`src/rtl/pac_flash_writer_pkg.sv`:
```
// Shared PAC save/load configuration: flash and SD-RAM placement of the 8 KB PAC image,
// the flash operation encoding shared with the flash controller, and the writer FSM states.
package pac_flash_writer_pkg;

    localparam logic [23:0] FLASH_ADDR_PAC   = 24'h1F_0000;
    localparam logic [23:0] FLASH_SIZE_PAC   = 24'h00_2000;
    localparam logic [23:0] RAM_ADDR_PAC     = 24'h77_E000;
    localparam logic [23:0] RAM_SIZE_PAC     = 24'h00_2000;
    localparam bit          ENABLE_PAC_WRITE = 1'b1;
    localparam int          PAC_DATA_W       = 8;

    typedef enum logic {
        ERASE_64K    = 1'b0,
        PROGRAM_PAGE = 1'b1
    } flash_op_t;

    typedef enum logic [2:0] {
        S_IDLE       = 3'd0,
        S_ERASE_REQ  = 3'd1,
        S_ERASE_WAIT = 3'd2,
        S_FILL       = 3'd3,
        S_PROG_REQ   = 3'd4,
        S_PROG_WAIT  = 3'd5,
        S_FINISH     = 3'd6
    } pfw_state_t;

endpackage

```
`src/rtl/pac_flash_writer_buffer.sv`:
```
// One-page staging buffer: write port filled from SD-RAM, registered read port feeding flash
// program data with one cycle of latency. The array has no reset so it can map onto a BSRAM.
module pac_page_buffer
    import pac_flash_writer_pkg::*;
#(
    parameter int DEPTH = 256,
    parameter int AW    = $clog2(DEPTH)
) (
    input  logic                  clk,
    input  logic                  reset_n,
    input  logic                  i_wr_en,
    input  logic [AW-1:0]         i_wr_addr,
    input  logic [PAC_DATA_W-1:0] i_wr_data,
    input  logic                  i_rd_en,
    input  logic [AW-1:0]         i_rd_addr,
    output logic [PAC_DATA_W-1:0] o_rd_data
);

    logic [PAC_DATA_W-1:0] r_mem [DEPTH];
    logic [PAC_DATA_W-1:0] r_rd_data;

    always_ff @(posedge clk) begin
        if (i_wr_en) begin
            r_mem[i_wr_addr] <= i_wr_data;
        end
    end

    // Output holds its last value unless a read is issued.
    always_ff @(posedge clk) begin
        if (!reset_n) begin
            r_rd_data <= '0;
        end else if (i_rd_en) begin
            r_rd_data <= r_mem[i_rd_addr];
        end
    end

    assign o_rd_data = r_rd_data;

endmodule

```
`src/rtl/pac_flash_writer.sv`:
```
// Saves the PAC SRAM image from SD-RAM into configuration flash: one 64 KB erase, then
// page-by-page staging through a local buffer and PROGRAM_PAGE of each page in order.
//   IDLE/FINISH       : waiting for start / one-cycle done pulse
//   ERASE_REQ/WAIT    : erase requested / erase in progress
//   FILL              : staging one page from SD-RAM into the buffer
//   PROG_REQ/WAIT     : program requested / flash pulling bytes until flash_done
module pac_flash_writer
    import pac_flash_writer_pkg::*;
#(
    parameter bit ENABLE     = ENABLE_PAC_WRITE,
    parameter int PAGE_BYTES = 256
) (
    input  logic        clk,
    input  logic        reset_n,
    input  logic        start,
    output logic        busy,
    output logic        done,
    output logic        error,
    output logic        ram_req,
    output logic [23:0] ram_addr,
    input  logic        ram_ack,
    input  logic [7:0]  ram_rdata,
    output logic        flash_req,
    output logic        flash_op,
    output logic [23:0] flash_addr,
    input  logic        flash_ack,
    input  logic        flash_dreq,
    output logic [7:0]  flash_wdata,
    input  logic        flash_done,
    input  logic        flash_err
);

    localparam int BYTE_W = $clog2(PAGE_BYTES);
    localparam int NPAGES = int'(RAM_SIZE_PAC) / PAGE_BYTES;
    localparam int PAGE_W = $clog2(NPAGES);
    localparam logic [PAGE_W-1:0] LAST_PAGE = PAGE_W'(NPAGES - 1);
    localparam logic [BYTE_W-1:0] LAST_BYTE = BYTE_W'(PAGE_BYTES - 1);

    pfw_state_t        r_state, w_state_nxt;
    logic [PAGE_W-1:0] r_page, w_page_nxt;
    logic [BYTE_W-1:0] r_byte, w_byte_nxt;
    logic [BYTE_W-1:0] r_rptr, w_rptr_nxt;
    logic              r_error, w_error_nxt;

    logic              r_busy, r_done, r_ram_req, r_flash_req;
    logic [23:0]       r_ram_addr, r_flash_addr;
    flash_op_t         r_flash_op;
    logic              w_busy_nxt, w_done_nxt, w_ram_req_nxt, w_flash_req_nxt;
    logic [23:0]       w_ram_addr_nxt, w_flash_addr_nxt;
    flash_op_t         w_flash_op_nxt;

    logic              w_start, w_buf_wr, w_buf_rd;

    // With the writer disabled the FSM never leaves IDLE, so every output stays at reset.
    assign w_start  = start & ENABLE;
    assign w_buf_wr = (r_state == S_FILL) & ram_ack;
    assign w_buf_rd = (r_state == S_PROG_WAIT) & flash_dreq;

    always_ff @(posedge clk) begin
        if (!reset_n) begin
            r_state <= S_IDLE;
            r_page  <= '0;
            r_byte  <= '0;
            r_rptr  <= '0;
            r_error <= 1'b0;
        end else begin
            r_state <= w_state_nxt;
            r_page  <= w_page_nxt;
            r_byte  <= w_byte_nxt;
            r_rptr  <= w_rptr_nxt;
            r_error <= w_error_nxt;
        end
    end

    always_comb begin
        w_state_nxt = r_state;
        w_page_nxt  = r_page;
        w_byte_nxt  = r_byte;
        w_rptr_nxt  = r_rptr;
        w_error_nxt = r_error;
        case (r_state)
            S_IDLE: begin
                if (w_start) begin
                    w_state_nxt = S_ERASE_REQ;
                    w_error_nxt = 1'b0;
                    w_page_nxt  = '0;
                end
            end
            S_ERASE_REQ: begin
                if (flash_ack) w_state_nxt = S_ERASE_WAIT;
            end
            S_ERASE_WAIT: begin
                if (flash_done) begin
                    if (flash_err) begin
                        w_error_nxt = 1'b1;
                        w_state_nxt = S_IDLE;
                    end else begin
                        w_byte_nxt  = '0;
                        w_state_nxt = S_FILL;
                    end
                end
            end
            S_FILL: begin
                if (ram_ack) begin
                    w_byte_nxt = r_byte + 1'b1;
                    if (r_byte == LAST_BYTE) w_state_nxt = S_PROG_REQ;
                end
            end
            S_PROG_REQ: begin
                if (flash_ack) begin
                    w_state_nxt = S_PROG_WAIT;
                    w_rptr_nxt  = '0;
                end
            end
            S_PROG_WAIT: begin
                // Extra pulls past one page simply wrap the pointer.
                if (flash_dreq) w_rptr_nxt = r_rptr + 1'b1;
                if (flash_done) begin
                    if (flash_err) begin
                        w_error_nxt = 1'b1;
                        w_state_nxt = S_IDLE;
                    end else if (r_page == LAST_PAGE) begin
                        w_state_nxt = S_FINISH;
                    end else begin
                        w_page_nxt  = r_page + 1'b1;
                        w_byte_nxt  = '0;
                        w_state_nxt = S_FILL;
                    end
                end
            end
            S_FINISH: w_state_nxt = S_IDLE;
            default:  w_state_nxt = S_IDLE;
        endcase
    end

    // Outputs are registered copies of what the next state will drive.
    always_comb begin
        w_busy_nxt        = (w_state_nxt != S_IDLE);
        w_done_nxt        = (r_state == S_FINISH);
        w_ram_req_nxt     = (w_state_nxt == S_FILL);
        w_ram_addr_nxt    = r_ram_addr;
        w_flash_req_nxt   = (w_state_nxt == S_ERASE_REQ) || (w_state_nxt == S_PROG_REQ);
        w_flash_op_nxt    = r_flash_op;
        w_flash_addr_nxt  = r_flash_addr;
        if (w_ram_req_nxt) begin
            w_ram_addr_nxt = RAM_ADDR_PAC + 24'({w_page_nxt, w_byte_nxt});
        end
        if (w_state_nxt == S_ERASE_REQ) begin
            w_flash_op_nxt   = ERASE_64K;
            w_flash_addr_nxt = FLASH_ADDR_PAC;
        end else if (w_state_nxt == S_PROG_REQ) begin
            w_flash_op_nxt   = PROGRAM_PAGE;
            w_flash_addr_nxt = FLASH_ADDR_PAC + 24'({w_page_nxt, {BYTE_W{1'b0}}});
        end
    end

    always_ff @(posedge clk) begin
        if (!reset_n) begin
            r_busy       <= 1'b0;
            r_done       <= 1'b0;
            r_ram_req    <= 1'b0;
            r_ram_addr   <= '0;
            r_flash_req  <= 1'b0;
            r_flash_op   <= ERASE_64K;
            r_flash_addr <= '0;
        end else begin
            r_busy       <= w_busy_nxt;
            r_done       <= w_done_nxt;
            r_ram_req    <= w_ram_req_nxt;
            r_ram_addr   <= w_ram_addr_nxt;
            r_flash_req  <= w_flash_req_nxt;
            r_flash_op   <= w_flash_op_nxt;
            r_flash_addr <= w_flash_addr_nxt;
        end
    end

    pac_page_buffer #(
        .DEPTH (PAGE_BYTES)
    ) u_buf (
        .clk       (clk),
        .reset_n   (reset_n),
        .i_wr_en   (w_buf_wr),
        .i_wr_addr (r_byte),
        .i_wr_data (ram_rdata),
        .i_rd_en   (w_buf_rd),
        .i_rd_addr (r_rptr),
        .o_rd_data (flash_wdata)
    );

    assign busy       = r_busy;
    assign done       = r_done;
    assign error      = r_error;
    assign ram_req    = r_ram_req;
    assign ram_addr   = r_ram_addr;
    assign flash_req  = r_flash_req;
    assign flash_op   = r_flash_op;
    assign flash_addr = r_flash_addr;

endmodule

```
`config.mk`:
```
export PLATFORM = sky130hd
export DESIGN_NAME = pac_flash_writer
export DESIGN_NICKNAME = d
export VERILOG_FILES = /design/src/rtl/pac_flash_writer_pkg.sv /design/src/rtl/pac_flash_writer_buffer.sv /design/src/rtl/pac_flash_writer.sv
export SDC_FILE = /design/constraint.sdc
export NUM_CORES = 2
export LEC_CHECK = 0
export ABC_AREA = 0
export CORE_MARGIN = 10
export CORE_UTILIZATION = 37
export CTS_BUF_LIST = sky130_fd_sc_hd__clkbuf_4
export CTS_CLUSTER_DIAMETER = 50
export DETAILED_ROUTE_END_ITERATION = 8
export GPL_TIMING_DRIVEN = 0
export MAX_ROUTING_LAYER = met4
export SLEW_MARGIN = 40
export SYNTH_ARGS = -nofsm -noshare
export SYNTH_HDL_FRONTEND = slang
export SYNTH_SLANG_ARGS = --single-unit
```
`constraint.sdc`:
```
create_clock -name clk -period 5.9 [get_ports clk]
set_input_delay 1.18 -clock clk [delete_from_list [all_inputs] [get_ports clk]]
set_output_delay 1.18 -clock clk [all_outputs]
set_load 0.02 [all_outputs]
```
# Word level (Yosys, flattened, before mapping)
# Memory sizes are Yosys's and may differ from the RTL's. A register that Yosys moved wholly into a read port is not among the register bits.
# Cells that the tools add are included.
# W data, S select, Z words.
# op_classes
n_lt_le_gt_ge	0
mul	0
add_sub_neg	5
div	0
n_eq_ne	16
shifts	0
bitwise_logic	3
reduce_logical	11
n_mux	34
# ops
operator	n
$mux W8	8
$mux W21	2
$mux W3	9
$add A23 B13 Y24 const A	1
$pmux W8 S3	1
$add A21 B13 Y22 const A	1
$mux W5	4
$pmux W3 S6	1
$add A8 B1 Y8 const B	2
$pmux W8 S2	1
$eq A3 B3 Y1 const B	4
$pmux W5 S2	1
$eq A3 B2 Y1 const B	3
$eq A8 B8 Y1 const B	1
$eq A3 B1 Y1 const B	2
$ne A2 B2 Y1 const B	3
$reduce_bool A2 Y1	3
$add A5 B1 Y5 const B	1
$eq A5 B5 Y1 const B	1
$mux W1	5
$ne A2 B1 Y1 const B	2
$reduce_and A4 Y1	1
$reduce_or A2 Y1	2
$logic_not A3 Y1	1
other kinds (8)	9
# word_totals
elab_cells	83
ramBits	2048
romBits	0
input_bits	16
output_inout_bits	62
latchBits	0
reg_bits	76
n_memories	1
# memory_table
memory	depth	width	read_ports	rd_clocked_by_memory_dff	write_ports	line_no	rtl
u_buf.r_mem	256	8	1	1	1	pac_flash_writer_buffer.sv:19	logic [PAC_DATA_W-1:0] r_mem [DEPTH];

# Logic depth before layout (Yosys ltp)
# depth
ltp_word	8
depth_mapped	12
depth_no_buf	8

# Modules after synthesis
# Synthesis repeated with hierarchy kept, for this count alone.
# hier_totals
hier_cells	4248
hier_area_um2	83383.7
# modules_own_cells
module	seq_area_each_um2	instances	cells_each	area_per_inst_um2
pac_page_buffer	61659.1	1	3939	80782.5
pac_flash_writer	1001.0	1	309	2601.2

# Least setup slack after synthesis
# OpenSTA, ideal clock, no wires.
# synth_path
path_type	in2reg
start	input port ram_ack
end	memory u_buf.r_mem[238][0] (enable)
arrival_time_ps	2743
stages	6
required_time_ps	5530
path_buffers	3
slack_ps	2787
cell_sequence	clkbuf_1 -> clkbuf_1 -> nand4_1 -> or2_2 -> clkbuf_1 -> nor2_1
# synth_via
elab_chain_cells	3
# synth_lines
element	line_no	rtl
start, declared	pac_flash_writer.sv:21	input logic ram_ack,
$and A1 B1 Y1	pac_flash_writer.sv:56	assign w_buf_wr = (r_state == S_FILL) & ram_ack;
$mux W1	pac_flash_writer_buffer.sv:23	if (i_wr_en) begin
$mux W1 (not written as such)	pac_flash_writer_buffer.sv:24	r_mem[i_wr_addr] <= i_wr_data;
end, declared	pac_flash_writer_buffer.sv:19	
# Every way passes these cells.

==> impl_metrics.json <==
{
  "clkPwrFrac_pct": 42.5,
  "hold_viol_final": 0,
  "num_rows": 174,
  "reg2reg_depth": 12,
  "multiInputGateArea_um2": 19300,
  "maxSlewHeadroom_pct": 34.5,
  "p_sw_share_pct": 21.7,
  "cts_root_buffer": "clkbuf_4",
  "grt_start_max_net_pins": 101,
  "hold_end": "u_buf.r_mem[200][5]$_DFFE_PP_",
  "netlist_area_um2": 83400,
  "yosysUniqueCellTypes": 73,
  "dr_total_vias": 50800,
  "muxShareOfSynthArea_pct": 13.9,
  "core_um2": 224000,
  "dpl_cell_area_um2": 89700,
  "grt_pass1_vias": 48600,
  "regArea_um2": 62700,
  "vdd_drop_max_mv": 0.201,
  "setup-violations-final": 0,
  "dp_cells": 7468,
  "tightestPinTransition_ns": 0.980,
  "violations": "DRC",
  "synth_fa_ha_area_share_pct": 0.0901,
  "r2r-end": "u_buf.o_rd_data[0]$_SDFFE_PN0P_",
  "ys.warnings.count": 0,
  "fin_skew_ns": 0.122,
  "layout_common_cells": "edfxtp_1, clkbuf_4, mux2i_1, mux4_2, nor2_2",
  "min_from": "ram_rdata[5]",
  "end_kind": "flop",
  "cts_tree": "done",
  "dr.pass1.iters": 9,
  "grt_usage_pct": 26.0,
  "hold_ws_ns": 0.163,
  "ioPinCount": 78,
  "synth_seq_cells": 2106,
  "finalCriticalPeriod_ns": 5.40,
  "port_buffers": 60,
  "seqPwrFrac_pct": 55.9,
  "final_common_cell": "edfxtp_1",
  "die_w_um": 495,
  "synth_xor_area_share_pct": 0.0630,
  "cts_buffers": 554,
  "drtIter0Drc": 9006,
  "cts.path.max_buffers": 4,
  "status": "finished with violations",
  "finalNetCount": 5055,
  "synthCells": 4330,
  "synth_compound_area_share_pct": 4.47,
  "leakagePower_nw": 29.5,
  "r2r_setup_slack_ns": 0.50,
  "timing.fmax_ghz": 0.185,
  "antenna_found_initial": 27,
  "overflow": 0,
  "synthSimpleGateAreaFrac_pct": 3.50,
  "start_util_pct": 37.1,
  "wl_per_cell_um": 37.8,
  "arrival_ns": 6.76,
  "cp-start-kind": "flop",
  "power_density_nw_per_um2": 304,
  "drive_gt1_share_pct": 31.9,
  "path_cells": "buf_2 -> buf_4 -> buf_2 -> buf_2 -> buf_2 -> buf_2 -> nand2_1 -> nand2_1 -> nand2_1 -> a21oi_1 -> nand4b_1 -> nand2_1",
  "wl_um": 318000,
  "seq_area_frac_synth_pct": 75.2,
  "cts_max_level": 6,
  "fin_cells": 8393,
  "via_per_inst": 6.06,
  "clk_latency_ns": 1.43,
  "ctsHoldBuffers": 0,
  "final_area_um2": 96500,
  "clkTransAtPathRegs_ns": 0.07,
  "max_stage_delay_ns": 0.77,
  "synth_edf_count": 2048,
  "clock-sinks": 2106,
  "gp_congestion": 1.04,
  "worstSetupPathType": "reg -> reg",
  "rsz0062_at_grt": "no",
  "cap_violations": 0,
  "finalCritPeriodShare_pct": 91.5,
  "dieArea_um2": 245000,
  "whs_path_depth": 1,
  "intPower_mw": 23.0,
  "critPathMostFrequentCell": "buf_2",
  "drc_errors": 1,
  "power.total_mw": 29.4,
  "synth_top_family_by_area": "multiplexers",
  "syn_area_per_cell_um2": 19.3,
  "async_reset_ff_share_pct": 0,
  "hold_path_class": "in -> reg",
  "nFillCells": 19700,
  "r2r-start": "r_rptr[4]$_SDFFE_PN0P_",
  "finalSetupTns_ns": 0,
  "dp.final_hpwl_um": 214000,
  "syn2layout_area_growth_pct": 15.7,
  "combPwrFrac_pct": 1.6,
  "postCtsSetupRepairBufs": 0,
  "die-height_um": 495,
  "postRouteAntennaNets": 0,
  "grt_pass1_wl_um": 420000,
  "crit_path_top_delay_cell": "buf_2",
  "worst-path-max-fanout": 13,
  "power_switching_mw": 6.37,
  "slew_violations": 0,
  "cts_resized": 0,
  "crit_required_ns": 7.26,
  "synth_ff_type": "edfxtp_1"
}
==> registers in the layout, indices dropped and copies added (netlist names) <==
signal,cells
busy,1
done,1
error,1
flash_addr,6
flash_op,1
flash_req,1
r_byte,8
r_page,5
r_rptr,8
r_state,3
ram_addr,14
ram_req,1
u_buf.o_rd_data,8
u_buf.r_mem,2048
==> final cells by class <==
type,count,area share (%)
multi-input combinational,1937,20.0
tap,2992,3.88
buffer,294,2.45
sequential,2106,65.0
clock buffer,818,6.37
antenna,19,0.0493
inverter,8,0.0311
timing repair buffer,132,1.78
clock inverter,87,0.466
==> synthesized netlist by cell type (12+ instances only) <==
library cell | count | area share, %
a2111oi_0 | 35 | 0.37
a211o_1 | 12 | 0.13
a211oi_1 | 32 | 0.29
a21oi_1 | 72 | 0.43
a221oi_1 | 35 | 0.37
a22oi_1 | 44 | 0.40
a32oi_1 | 18 | 0.19
buf_1 | 14 | 0.063
buf_12 | 16 | 0.38
buf_2 | 49 | 0.29
buf_4 | 53 | 0.48
buf_6 | 39 | 0.53
buf_8 | 31 | 0.56
clkbuf_1 | 91 | 0.41
dfxtp_1 | 58 | 1.4
edfxtp_1 | 2048 | 74
mux2_2 | 12 | 0.16
mux2i_1 | 374 | 4.5
mux4_1 | 71 | 2.2
mux4_2 | 261 | 7.1
nand2_1 | 160 | 0.72
nand3_1 | 33 | 0.20
nand4_1 | 12 | 0.090
nor2_1 | 347 | 1.6
nor2b_1 | 21 | 0.16
nor3_1 | 29 | 0.17
o21ai_0 | 56 | 0.34
o221ai_1 | 57 | 0.60
o22ai_1 | 93 | 0.70
==> stage by stage <==
| stage | worst slack, ns | utilization, % |
|---|---|---|
| after floorplan | 2.79 | - |
| after global placement | -4.52 | 39.1 |
| after detailed placement | 0.888 | 39.9 |
| after CTS | 0.904 | 42.9 |
| after global routing | 0.834 | 43.0 |
| final | 0.502 | 43.0 |
==> kinds of logic after synthesis <==
| logic type | Yosys count |
|---|---|
| buf+inv | 302 |
| compound gates | 518 |
| other cells | 1 |
| simple gates | 673 |
| xor+xnor | 6 |
| fa+ha+maj | 6 |
| flops | 2106 |
| mux | 718 |
==> worst max-delay path by stage <==
stage,start,end,slack [ns],depth (start not counted)
3_3_place_gp,ram_rdata[7],u_buf.r_mem[112][7]$_DFFE_PP_,-4.52,1
2_1_floorplan,ram_ack,u_buf.r_mem[238][0]$_DFFE_PP_,2.79,6
5_1_grt,r_rptr[4]$_SDFFE_PN0P_,u_buf.o_rd_data[0]$_SDFFE_PN0P_,0.83,12
4_1_cts,r_rptr[4]$_SDFFE_PN0P_,u_buf.o_rd_data[0]$_SDFFE_PN0P_,0.90,12
6_report,r_rptr[4]$_SDFFE_PN0P_,u_buf.o_rd_data[0]$_SDFFE_PN0P_,0.50,12
3_5_place_dp,r_rptr[4]$_SDFFE_PN0P_,u_buf.o_rd_data[0]$_SDFFE_PN0P_,0.89,12
==> per-layer routing <==
metal  vias to the layer above  global-route usage, %  routed length (um)
met5                         -                      -                   0
met4                         0                   14.7               21200
met3                       870                   9.48               44700
met2                      4087                   36.5              136000
met1                     26300                   32.3              116000
li1                      19600                      -                   -
==> power by group through the flow <==
stage	clock, mW	combinational, mW	sequential (mW)
after floorplan	0	0.0930	16.7
after global placement	0	0.397	16.9
after detailed placement	0	0.468	16.7
after CTS	12.5	0.468	16.4
after global routing	13.3	0.500	16.4
final	12.5	0.478	16.4
==> worst max-delay path: cells and delay by family, from the launching register on <==
| kind | cells | cell delay, ns |
|---|---|---|
| buffers and inverters | 6 | 2.92 |
| AOI/OAI and AO/OA | 1 | 0.76 |
| DFF | 1 | 0.31 |
| and+or+nand+nor | 5 | 1.27 |
Power figures use the tool's default switching activity.
